File: config.mk
export PLATFORM = sky130hd
export DESIGN_NAME = l2_port_arbiter_flat
export DESIGN_NICKNAME = d
export VERILOG_FILES = /design/src/rtl/l2_port_arbiter_pkg.sv /design/src/rtl/l2_port_arbiter_if.sv /design/src/rtl/l2_port_arbiter_req_latch.sv /design/src/rtl/l2_port_arbiter.sv /design/src/flat_wrapper.sv
export SDC_FILE = /design/constraint.sdc
export NUM_CORES = 1
export LEC_CHECK = 0
export CORE_AREA = 2 2 554 556
export CTS_CLUSTER_DIAMETER = 80
export DETAILED_ROUTE_END_ITERATION = 7
export DIE_AREA = 0 0 556 558
export HOLD_SLACK_MARGIN = 0.1
export PLACE_DENSITY = 0.3
export SYNTH_ARGS = -nofsm -noshare
export SYNTH_HDL_FRONTEND = slang
export SYNTH_SLANG_ARGS = --single-unit
File: constraint.sdc
create_clock -name clk -period 2.5 [get_ports clk]
set_input_delay 0.75 -clock clk [delete_from_list [all_inputs] [get_ports clk]]
set_output_delay 0.75 -clock clk [all_outputs]
set_load 0.02 [all_outputs]
File: src/rtl/l2_port_arbiter_pkg.sv
// Shared processor types used by the L2 port arbiter: FSM states, grant source
// and line geometry.
package rv32i_types;

    localparam int LINE_W   = 256;
    localparam int OFFSET_W = 5;

    typedef enum logic [1:0] {
        IDLE,
        BUSY_I,
        BUSY_D,
        DONE
    } arb_state_t;

    typedef enum logic {
        SRC_I,
        SRC_D
    } arb_src_t;

endpackage

File: src/rtl/l2_port_arbiter_if.sv
// Bundle of I-cache, D-cache and L2 line-port signals around the arbiter.
// master is the arbiter's view; slave is the caches/L2 side.
interface l2_port_arbiter_if #(
    parameter int ADDR_W = 32,
    parameter int LINE_W = 256
);
    logic              i_read;
    logic [ADDR_W-1:0] i_address;
    logic [LINE_W-1:0] i_rdata;
    logic              i_resp;
    logic              d_read;
    logic              d_write;
    logic [ADDR_W-1:0] d_address;
    logic [LINE_W-1:0] d_wdata;
    logic [LINE_W-1:0] d_rdata;
    logic              d_resp;
    logic              l2_read;
    logic              l2_write;
    logic [ADDR_W-1:0] l2_address;
    logic [LINE_W-1:0] l2_wdata;
    logic [LINE_W-1:0] l2_rdata;
    logic              l2_resp;

    modport master (
        input  i_read, i_address, d_read, d_write, d_address, d_wdata,
               l2_rdata, l2_resp,
        output i_rdata, i_resp, d_rdata, d_resp,
               l2_read, l2_write, l2_address, l2_wdata
    );

    modport slave (
        output i_read, i_address, d_read, d_write, d_address, d_wdata,
               l2_rdata, l2_resp,
        input  i_rdata, i_resp, d_rdata, d_resp,
               l2_read, l2_write, l2_address, l2_wdata
    );
endinterface

File: src/rtl/l2_port_arbiter_req_latch.sv
// Registered copy of the granted request (line address, write data, op) that
// drives the L2 port for the whole transaction.
module arb_req_latch
    import rv32i_types::*;
#(
    parameter int ADDR_W = 32,
    parameter int DATA_W = 256
) (
    input  logic              clk,
    input  logic              rst_n,
    input  logic              load,
    input  logic [ADDR_W-1:0] next_address,
    input  logic [DATA_W-1:0] next_wdata,
    input  logic              next_write,
    output logic [ADDR_W-1:0] address,
    output logic [DATA_W-1:0] wdata,
    output logic              op_write
);

    always_ff @(posedge clk or negedge rst_n) begin
        if (!rst_n) begin
            address  <= '0;
            wdata    <= '0;
            op_write <= 1'b0;
        end else if (load) begin
            address  <= next_address;
            wdata    <= next_wdata;
            op_write <= next_write;
        end
    end

endmodule

File: src/rtl/l2_port_arbiter.sv
// Arbitrates the shared L2 line port between the I-cache and D-cache miss paths
// and counts cycles where both sides were waiting to be granted.
module l2_port_arbiter
    import rv32i_types::*;
#(
    parameter int ADDR_W   = 32,
    parameter int LINE_W   = rv32i_types::LINE_W,
    parameter int OFFSET_W = rv32i_types::OFFSET_W
) (
    input  logic                clk,
    input  logic                rst_n,
    l2_port_arbiter_if.master   bus,
    input  logic                clear_conflicts,
    output logic [31:0]         conflict_count
);

    localparam logic [ADDR_W-1:0] LINE_MASK =
        {{(ADDR_W-OFFSET_W){1'b1}}, {OFFSET_W{1'b0}}};

    arb_state_t        state_q, state_d;
    arb_src_t          last_grant_q;
    logic [31:0]       conflict_q;
    logic              req_i, req_d, both_req;
    logic              load, sel_d;
    logic              op_write, busy, i_resp, d_resp;
    logic [ADDR_W-1:0] sel_address;
    logic [LINE_W-1:0] sel_wdata;

    function automatic logic [31:0] sat_inc(input logic [31:0] v);
        return (v == 32'hFFFF_FFFF) ? v : v + 32'd1;
    endfunction

    assign req_i    = bus.i_read;
    assign req_d    = bus.d_read | bus.d_write;
    assign both_req = req_i & req_d;

    always_comb begin
        state_d = state_q;
        load    = 1'b0;
        sel_d   = 1'b0;
        unique case (state_q)
            IDLE: begin
                // On a tie the side that did not win last time goes next.
                if (req_d && (!req_i || last_grant_q == SRC_I)) begin
                    sel_d   = 1'b1;
                    load    = 1'b1;
                    state_d = BUSY_D;
                end else if (req_i) begin
                    load    = 1'b1;
                    state_d = BUSY_I;
                end
            end
            BUSY_I, BUSY_D: if (bus.l2_resp) state_d = DONE;
            DONE:           state_d = IDLE;
            default:        state_d = IDLE;
        endcase
    end

    always_ff @(posedge clk or negedge rst_n) begin
        if (!rst_n) begin
            state_q      <= IDLE;
            last_grant_q <= SRC_I;
            conflict_q   <= '0;
        end else begin
            state_q <= state_d;
            if (load) last_grant_q <= sel_d ? SRC_D : SRC_I;
            if (clear_conflicts)
                conflict_q <= '0;
            else if (state_q == IDLE && both_req)
                conflict_q <= sat_inc(conflict_q);
        end
    end

    // A D write wins over a simultaneous D read, so only d_write sets the op.
    assign sel_address = (sel_d ? bus.d_address : bus.i_address) & LINE_MASK;
    assign sel_wdata   = sel_d ? bus.d_wdata : '0;

    arb_req_latch #(
        .ADDR_W (ADDR_W),
        .DATA_W (LINE_W)
    ) u_req_latch (
        .clk          (clk),
        .rst_n        (rst_n),
        .load         (load),
        .next_address (sel_address),
        .next_wdata   (sel_wdata),
        .next_write   (sel_d & bus.d_write),
        .address      (bus.l2_address),
        .wdata        (bus.l2_wdata),
        .op_write     (op_write)
    );

    // ---- L2 strobes and response routing, all decoded from registered state
    assign busy         = (state_q == BUSY_I) || (state_q == BUSY_D);
    assign bus.l2_read  = busy & ~op_write;
    assign bus.l2_write = busy & op_write;

    assign i_resp      = (state_q == BUSY_I) & bus.l2_resp;
    assign d_resp      = (state_q == BUSY_D) & bus.l2_resp;
    assign bus.i_resp  = i_resp;
    assign bus.d_resp  = d_resp;
    assign bus.i_rdata = i_resp ? bus.l2_rdata : '0;
    assign bus.d_rdata = d_resp ? bus.l2_rdata : '0;

    assign conflict_count = conflict_q;

endmodule
File: src/flat_wrapper.sv
// flat-port wrapper written by rule: the top's interface ports become plain ports
module l2_port_arbiter_flat import rv32i_types::*;
#(
    parameter int ADDR_W   = 32,
    parameter int LINE_W   = rv32i_types::LINE_W,
    parameter int OFFSET_W = rv32i_types::OFFSET_W
)
  (clk, rst_n, clear_conflicts, conflict_count, bus_i_read, bus_i_address, bus_d_read, bus_d_write, bus_d_address, bus_d_wdata, bus_l2_rdata, bus_l2_resp, bus_i_rdata, bus_i_resp, bus_d_rdata, bus_d_resp, bus_l2_read, bus_l2_write, bus_l2_address, bus_l2_wdata);
  l2_port_arbiter_if #(.ADDR_W(ADDR_W), .LINE_W(LINE_W)) bus_i ();
  input  logic clk;
  input  logic rst_n;
  input  logic clear_conflicts;
  output logic [31:0] conflict_count;
  input wire logic [$bits(bus_i.i_read)-1:0] bus_i_read;
  input wire logic [$bits(bus_i.i_address)-1:0] bus_i_address;
  input wire logic [$bits(bus_i.d_read)-1:0] bus_d_read;
  input wire logic [$bits(bus_i.d_write)-1:0] bus_d_write;
  input wire logic [$bits(bus_i.d_address)-1:0] bus_d_address;
  input wire logic [$bits(bus_i.d_wdata)-1:0] bus_d_wdata;
  input wire logic [$bits(bus_i.l2_rdata)-1:0] bus_l2_rdata;
  input wire logic [$bits(bus_i.l2_resp)-1:0] bus_l2_resp;
  output wire logic [$bits(bus_i.i_rdata)-1:0] bus_i_rdata;
  output wire logic [$bits(bus_i.i_resp)-1:0] bus_i_resp;
  output wire logic [$bits(bus_i.d_rdata)-1:0] bus_d_rdata;
  output wire logic [$bits(bus_i.d_resp)-1:0] bus_d_resp;
  output wire logic [$bits(bus_i.l2_read)-1:0] bus_l2_read;
  output wire logic [$bits(bus_i.l2_write)-1:0] bus_l2_write;
  output wire logic [$bits(bus_i.l2_address)-1:0] bus_l2_address;
  output wire logic [$bits(bus_i.l2_wdata)-1:0] bus_l2_wdata;
  assign bus_i.i_read = bus_i_read;
  assign bus_i.i_address = bus_i_address;
  assign bus_i.d_read = bus_d_read;
  assign bus_i.d_write = bus_d_write;
  assign bus_i.d_address = bus_d_address;
  assign bus_i.d_wdata = bus_d_wdata;
  assign bus_i.l2_rdata = bus_l2_rdata;
  assign bus_i.l2_resp = bus_l2_resp;
  assign bus_i_rdata = bus_i.i_rdata;
  assign bus_i_resp = bus_i.i_resp;
  assign bus_d_rdata = bus_i.d_rdata;
  assign bus_d_resp = bus_i.d_resp;
  assign bus_l2_read = bus_i.l2_read;
  assign bus_l2_write = bus_i.l2_write;
  assign bus_l2_address = bus_i.l2_address;
  assign bus_l2_wdata = bus_i.l2_wdata;
  l2_port_arbiter #(.ADDR_W(ADDR_W), .LINE_W(LINE_W), .OFFSET_W(OFFSET_W)) u_core (.clk(clk), .rst_n(rst_n), .bus(bus_i), .clear_conflicts(clear_conflicts), .conflict_count(conflict_count));
endmodule
# After elaboration in Yosys (flattened, before gate mapping)
# Index checks and enable logic that the tools add are counted.
[totals] register_bits=319 mem_bits_ro=0 output_inout_bits=836 latch_bits=0 ram_bits=0 wordCells=50 n_memories=0 in_bits=583
[op_classes] mux=17 n_eq_ne=7 add_sub_neg=1 div=0 n_reduce_logical=10 order_cmp=0 bitwise_logic=9 multipliers=0 n_shift=0
[ops] operator="256-bit 2-to-1 mux" n=3
[ops] operator="32-bit 2-to-1 mux" n=4
[ops] operator="32-bit by 1-bit adder with 32-bit output (second input constant)" n=1
[ops] operator="32-bit equality test (second input constant)" n=1
[ops] operator="1-bit AND" n=6
[ops] operator="1-bit 2-to-1 mux" n=6
[ops] operator="2-bit 2-to-1 mux" n=3
[ops] operator="2-bit case mux with 3 select lines" n=1
[ops] operator="2-bit equality test (second input constant)" n=2
[ops] operator="2-bit != test (second input constant)" n=2
[ops] operator="2-bit AND reduction" n=2
[ops] operator="3-bit by 2-bit != test with 1-bit output (second input constant)" n=1
[ops] operator="2-bit by 1-bit equality test with 1-bit output (second input constant)" n=1
[ops] operator="1-bit logical AND" n=2
[ops] operator="2-bit logical NOT" n=1
[ops] operator="1-bit logical OR" n=2
[ops] operator="1-bit NOT" n=2
[ops] operator="2-bit nonzero test" n=1
[ops] operator="2-bit OR reduction" n=1
[ops] operator="1-bit logical NOT" n=1
[ops] operator="1-bit OR" n=1

# Longest topological paths before layout
[logic_depth] word_depth=6 mapped_depth=8 depth_no_buf=7

# By module
# From an unflattened synthesis, not the netlist that was laid out.
[hier_totals] hier_cells=1813 area_unflattened_um2=19388.6
[by_module_without_submodules] mod="arb_req_latch" area_per_inst_um2=11553.6 n_inst=1 cells_each=610 seq_area_each_um2=7231.9
[by_module_without_submodules] mod="l2_port_arbiter" area_per_inst_um2=7835.0 n_inst=1 cells_each=1203 seq_area_each_um2=875.8

# Worst setup path after synthesis
# Ideal clock, no wire load.
[synth_path] path_type="input to output" startpoint="input bus_l2_resp" endpoint="output bus_i_rdata[107]" required_time_ns=1.750 cell_stages=5 slack_ns=-0.168 arrival_time_ns=1.918 n_path_buf=4 cell_sequence="clkbuf_1 -> clkbuf_1 -> clkbuf_1 -> clkbuf_1 -> and3_1"
[synth_between] elab_chain_len=2
[synth_lines] item="from (decl)" line_no="flat_wrapper.sv:21" text="input wire logic [$bits(bus_i.l2_resp)-1:0] bus_l2_resp;"
[synth_lines] item="1-bit AND" line_no="l2_port_arbiter.sv:98" text="assign i_resp = (state_q == BUSY_I) & bus.l2_resp;"
[synth_lines] item="256-bit 2-to-1 mux" line_no="l2_port_arbiter.sv:102" text="assign bus.i_rdata = i_resp ? bus.l2_rdata : '0;"
[synth_lines] item="to (decl)" line_no="flat_wrapper.sv:22" text="output wire logic [$bits(bus_i.i_rdata)-1:0] bus_i_rdata;"
# No other way between the ends.

# Final worst setup path
[layout_path] startpoint="register u_core.state_q[1]" endpoint="output bus_d_rdata[214]"
[layout_between] elab_chain_len=3
[layout_lines] item="from (decl)" line_no="l2_port_arbiter.sv:20" text="arb_state_t state_q, state_d;"
[layout_lines] item="from (signal assigned)" line_no="l2_port_arbiter.sv:65" text="state_q <= state_d;"
[layout_lines] item="2-bit equality test" line_no="l2_port_arbiter.sv:99" text="assign d_resp = (state_q == BUSY_D) & bus.l2_resp;"
[layout_lines] item="1-bit AND" line_no="l2_port_arbiter.sv:99"
[layout_lines] item="256-bit 2-to-1 mux" line_no="l2_port_arbiter.sv:103" text="assign bus.d_rdata = d_resp ? bus.l2_rdata : '0;"
[layout_lines] item="to (decl)" line_no="flat_wrapper.sv:24" text="output wire logic [$bits(bus_i.d_rdata)-1:0] bus_d_rdata;"
# No other way between the ends.

==> flow_summary.ini <==
[hold_path]
hold_path_end = u_core.u_req_latch.address[16]
min_from = u_core.u_req_latch.address[16]
min_path_type = reg2reg
hold_depth = 2

[global_routing]
grt_max_degree = 68
grt_pass1_vias = 21400
grt_first_pass_wirelength_um = 246000
antenna_found_initial = 115
grtUsageTotal_pct = 12.2
gr-total-overflow = 0

[synth]
synth_area_per_cell_um2 = 10.2
synth_common_cells = 515 x and3_1, 319 x dfrtp_1, 257 x a22o_1, 187 x clkbuf_1, 39 x nand2_1
synth_top_area_share_pct = 50.5
yosysSeqAreaShare_pct = 50.5
yosysWarnings = 0
synthArstFlopShare_pct = 100
ys_ff_latch = 319
synthCells = 1548
syn-cell-area_um2 = 15800
synth_area_leaders = dfrtp_1 50%, and3_1 20%, a22o_1 14%
yosysTopAreaCell = dfrtp_1
ys_types = 42
synth_edf_count = 0
synth_most_common_cell = and3_1
ys.flop_type = dfrtp_1

[setup_path]
path_max_fanout = 6
r2r_slack_ps = -270
end_kind = primary output
cp.required_ps = 1750
worstReg2RegStart = u_core.state_q[1]
arrival_ps = 2390
critPathLaunchType = register
worst_r2r_path_depth = 10
worst-setup-path-type = reg2out
r2r_end = u_core.conflict_count[15]

[die]
core_area_um2 = 305000
boundaryPins = 1419
die-height_um = 558
die_width_um = 556
start_util_pct = 5.19
die-area_um2 = 310000
row_count = 203

[placement]
io_buffers = 1403
dpl.cell_count = 7000
dp_hpwl_um = 168000
post-place-ws_ps = -721
gp_congestion = 0.881

[timing]
grt_setup_unrepaired = yes
finalCriticalPeriod_ps = 3140
worstMarginPinSlew_ps = 577
slew_headroom_pct = 61.4
slew_viol_final = 0
post-route-period-util_pct = 125
final-setup-viol-count = 577
fin_hold_ws_ps = 486
fmax_mhz = 319
finalWorstSetupSlack_ps = -635
skew_ps = 33.2
finalHoldViolCount = 0

[drt]
drt-initial-drc-count = 942
ant_nets = 0
drt-total-wl_um = 202000
firstDrtPassIters = 4
wl_per_cell_um = 27.9
routed_via_density = 2.88
vias = 20800
drc = 0

[clocking]
root_buffer = clkbuf_16
clk_path_buf_depth = 3
insertion_delay_ps = 630
clock-sinks = 319
cts_tree = done
htreeDepth = 2
numCtsBuffers = 43
path_clk_slew_ps = 60

[finish]
final_core_util_pct = 14.2
drive_gt1_share_pct = 45.7
num-nets-final = 3762
area_delta_synth_final_pct = 174
layout.cells.non_filler = 7231

[power_and_ir_drop]
p_leak_uw = 0.0178
power_density_nw_per_um2 = 1030
irDropWorstVdd_uv = 577

[outcome]
violations = negative setup slack
status = complete, but fails checks

[job]
drv_cap = 0
## flip-flops by register name, summed over array words and instances, names as in the netlist
name and count:
u_core.u_req_latch.address 27, u_core.state_q 2, u_core.conflict_count 32, u_core.u_req_latch.op_write 1
u_core.u_req_latch.wdata 256, u_core.last_grant_q 1
## stage by stage
stage | area, um2 | total power (uW) | setup TNS [ps]
global route | 43300 | 47000 | -299980
global placement | 37200 | 32200 | -276690
detailed placement | 37200 | 32000 | -283570
finish | 43300 | 44600 | -236740
floorplan | 16000 | 17500 | 0
CTS | 40800 | 43300 | -324660
## area by class of cell
type                    count  area [um2]
clock buffers              61        1240
clock inverters            17         249
inverters                   9        33.8
fillers                 34400      261000
diodes                     26        65.1
multi-input cells        1030        9190
repair buffers           1772       19600
flip-flops and latches    319        7980
well taps                3997        5000
## timing repair
item	4_1_cts	5_1_grt
hold endpoints to repair	34	0
hold buffers	1	0
resized for setup	1822	1004
gates cloned	32	22
setup endpoints to repair	613	655
pin swaps	5	25
buffers inserted	55	49
## critical path, stage by stage, from the launching register on
cell     delay, ps
dfrtp_1        400
buf_6          130
ha_4           160
buf_16         140
buf_16         150
buf_12         150
buf_12         130
buf_16         130
buf_6          100
and3_4         150
buf_6          130
## placed cells by master (no fill, tap or decap), types with 5 or more instances in the layout
cell / Yosys / routed
mux2i_1: 29 / 29
nor2_1: 30 / 30
buf_8: 0 / 25
clkdlybuf4s50_1: 0 / 820
nor4_1: 7 / 7
or4_1: 7 / 7
a22o_1: 257 / 257
diode_2: 0 / 26
clkbuf_1: 187 / 8
and3_4: 0 / 407
buf_2: 0 / 52
buf_12: 0 / 147
inv_1: 9 / 7
or3_1: 8 / 8
nand4_1: 11 / 11
buf_6: 1 / 380
a21oi_1: 13 / 12
xnor2_1: 11 / 11
buf_4: 5 / 288
clkbuf_2: 0 / 9
dfrtp_1: 319 / 319
and3_1: 515 / 86
nor2b_1: 6 / 6
and3_2: 0 / 22
conb_1: 1 / 5
nand3_1: 12 / 12
buf_16: 0 / 31
nand2_1: 39 / 39
clkbuf_16: 0 / 60
o21ai_0: 38 / 38
clkbuf_8: 0 / 10
## cells by family (layout without fill, tap and decap cells)
group	after synthesis	after routing	synth area share, %
AND/OR/NAND/NOR	647	647	24.5
buffers and inverters	203	1859	4.98
other	1	31	0.0237
adder cells (fa/ha/maj)	4	4	0.316
AO/OA/AOI/OAI	325	325	16.7
XOR/XNOR	14	14	0.775
multiplexers	35	35	2.26
flip-flops	319	319	50.5
## how the worst max path moves through the flow
stage	start	end	depth (start not counted)
after CTS	u_core.state_q[1]	bus_d_rdata[88]	8
after global routing	u_core.state_q[1]	bus_d_rdata[214]	10
after floorplan	bus_l2_resp	bus_i_rdata[107]	5
after detailed placement	bus_i_read	u_core.conflict_count[21]	6
final	u_core.state_q[1]	bus_d_rdata[214]	10
after global placement	bus_i_read	u_core.conflict_count[25]	6
## per-layer routing
layer | vias up | part of all wire [%] | global-route usage [%]
met4 | 8 | 4.3 | 3.83
met1 | 10200 | 35 | 12.5
met5 | - | 0.024 | 0
met2 | 1217 | 52 | 22.8
li1 | 9089 | - | -
met3 | 292 | 8.6 | 4.42
## power breakdown
part           switching, uW  internal (uW)  total, uW
combinational          14900          14500      29400
sequential              1420           7150       8580
clock                   2720           3920       6650
No activity file was read; power rests on OpenSTA's default activity.
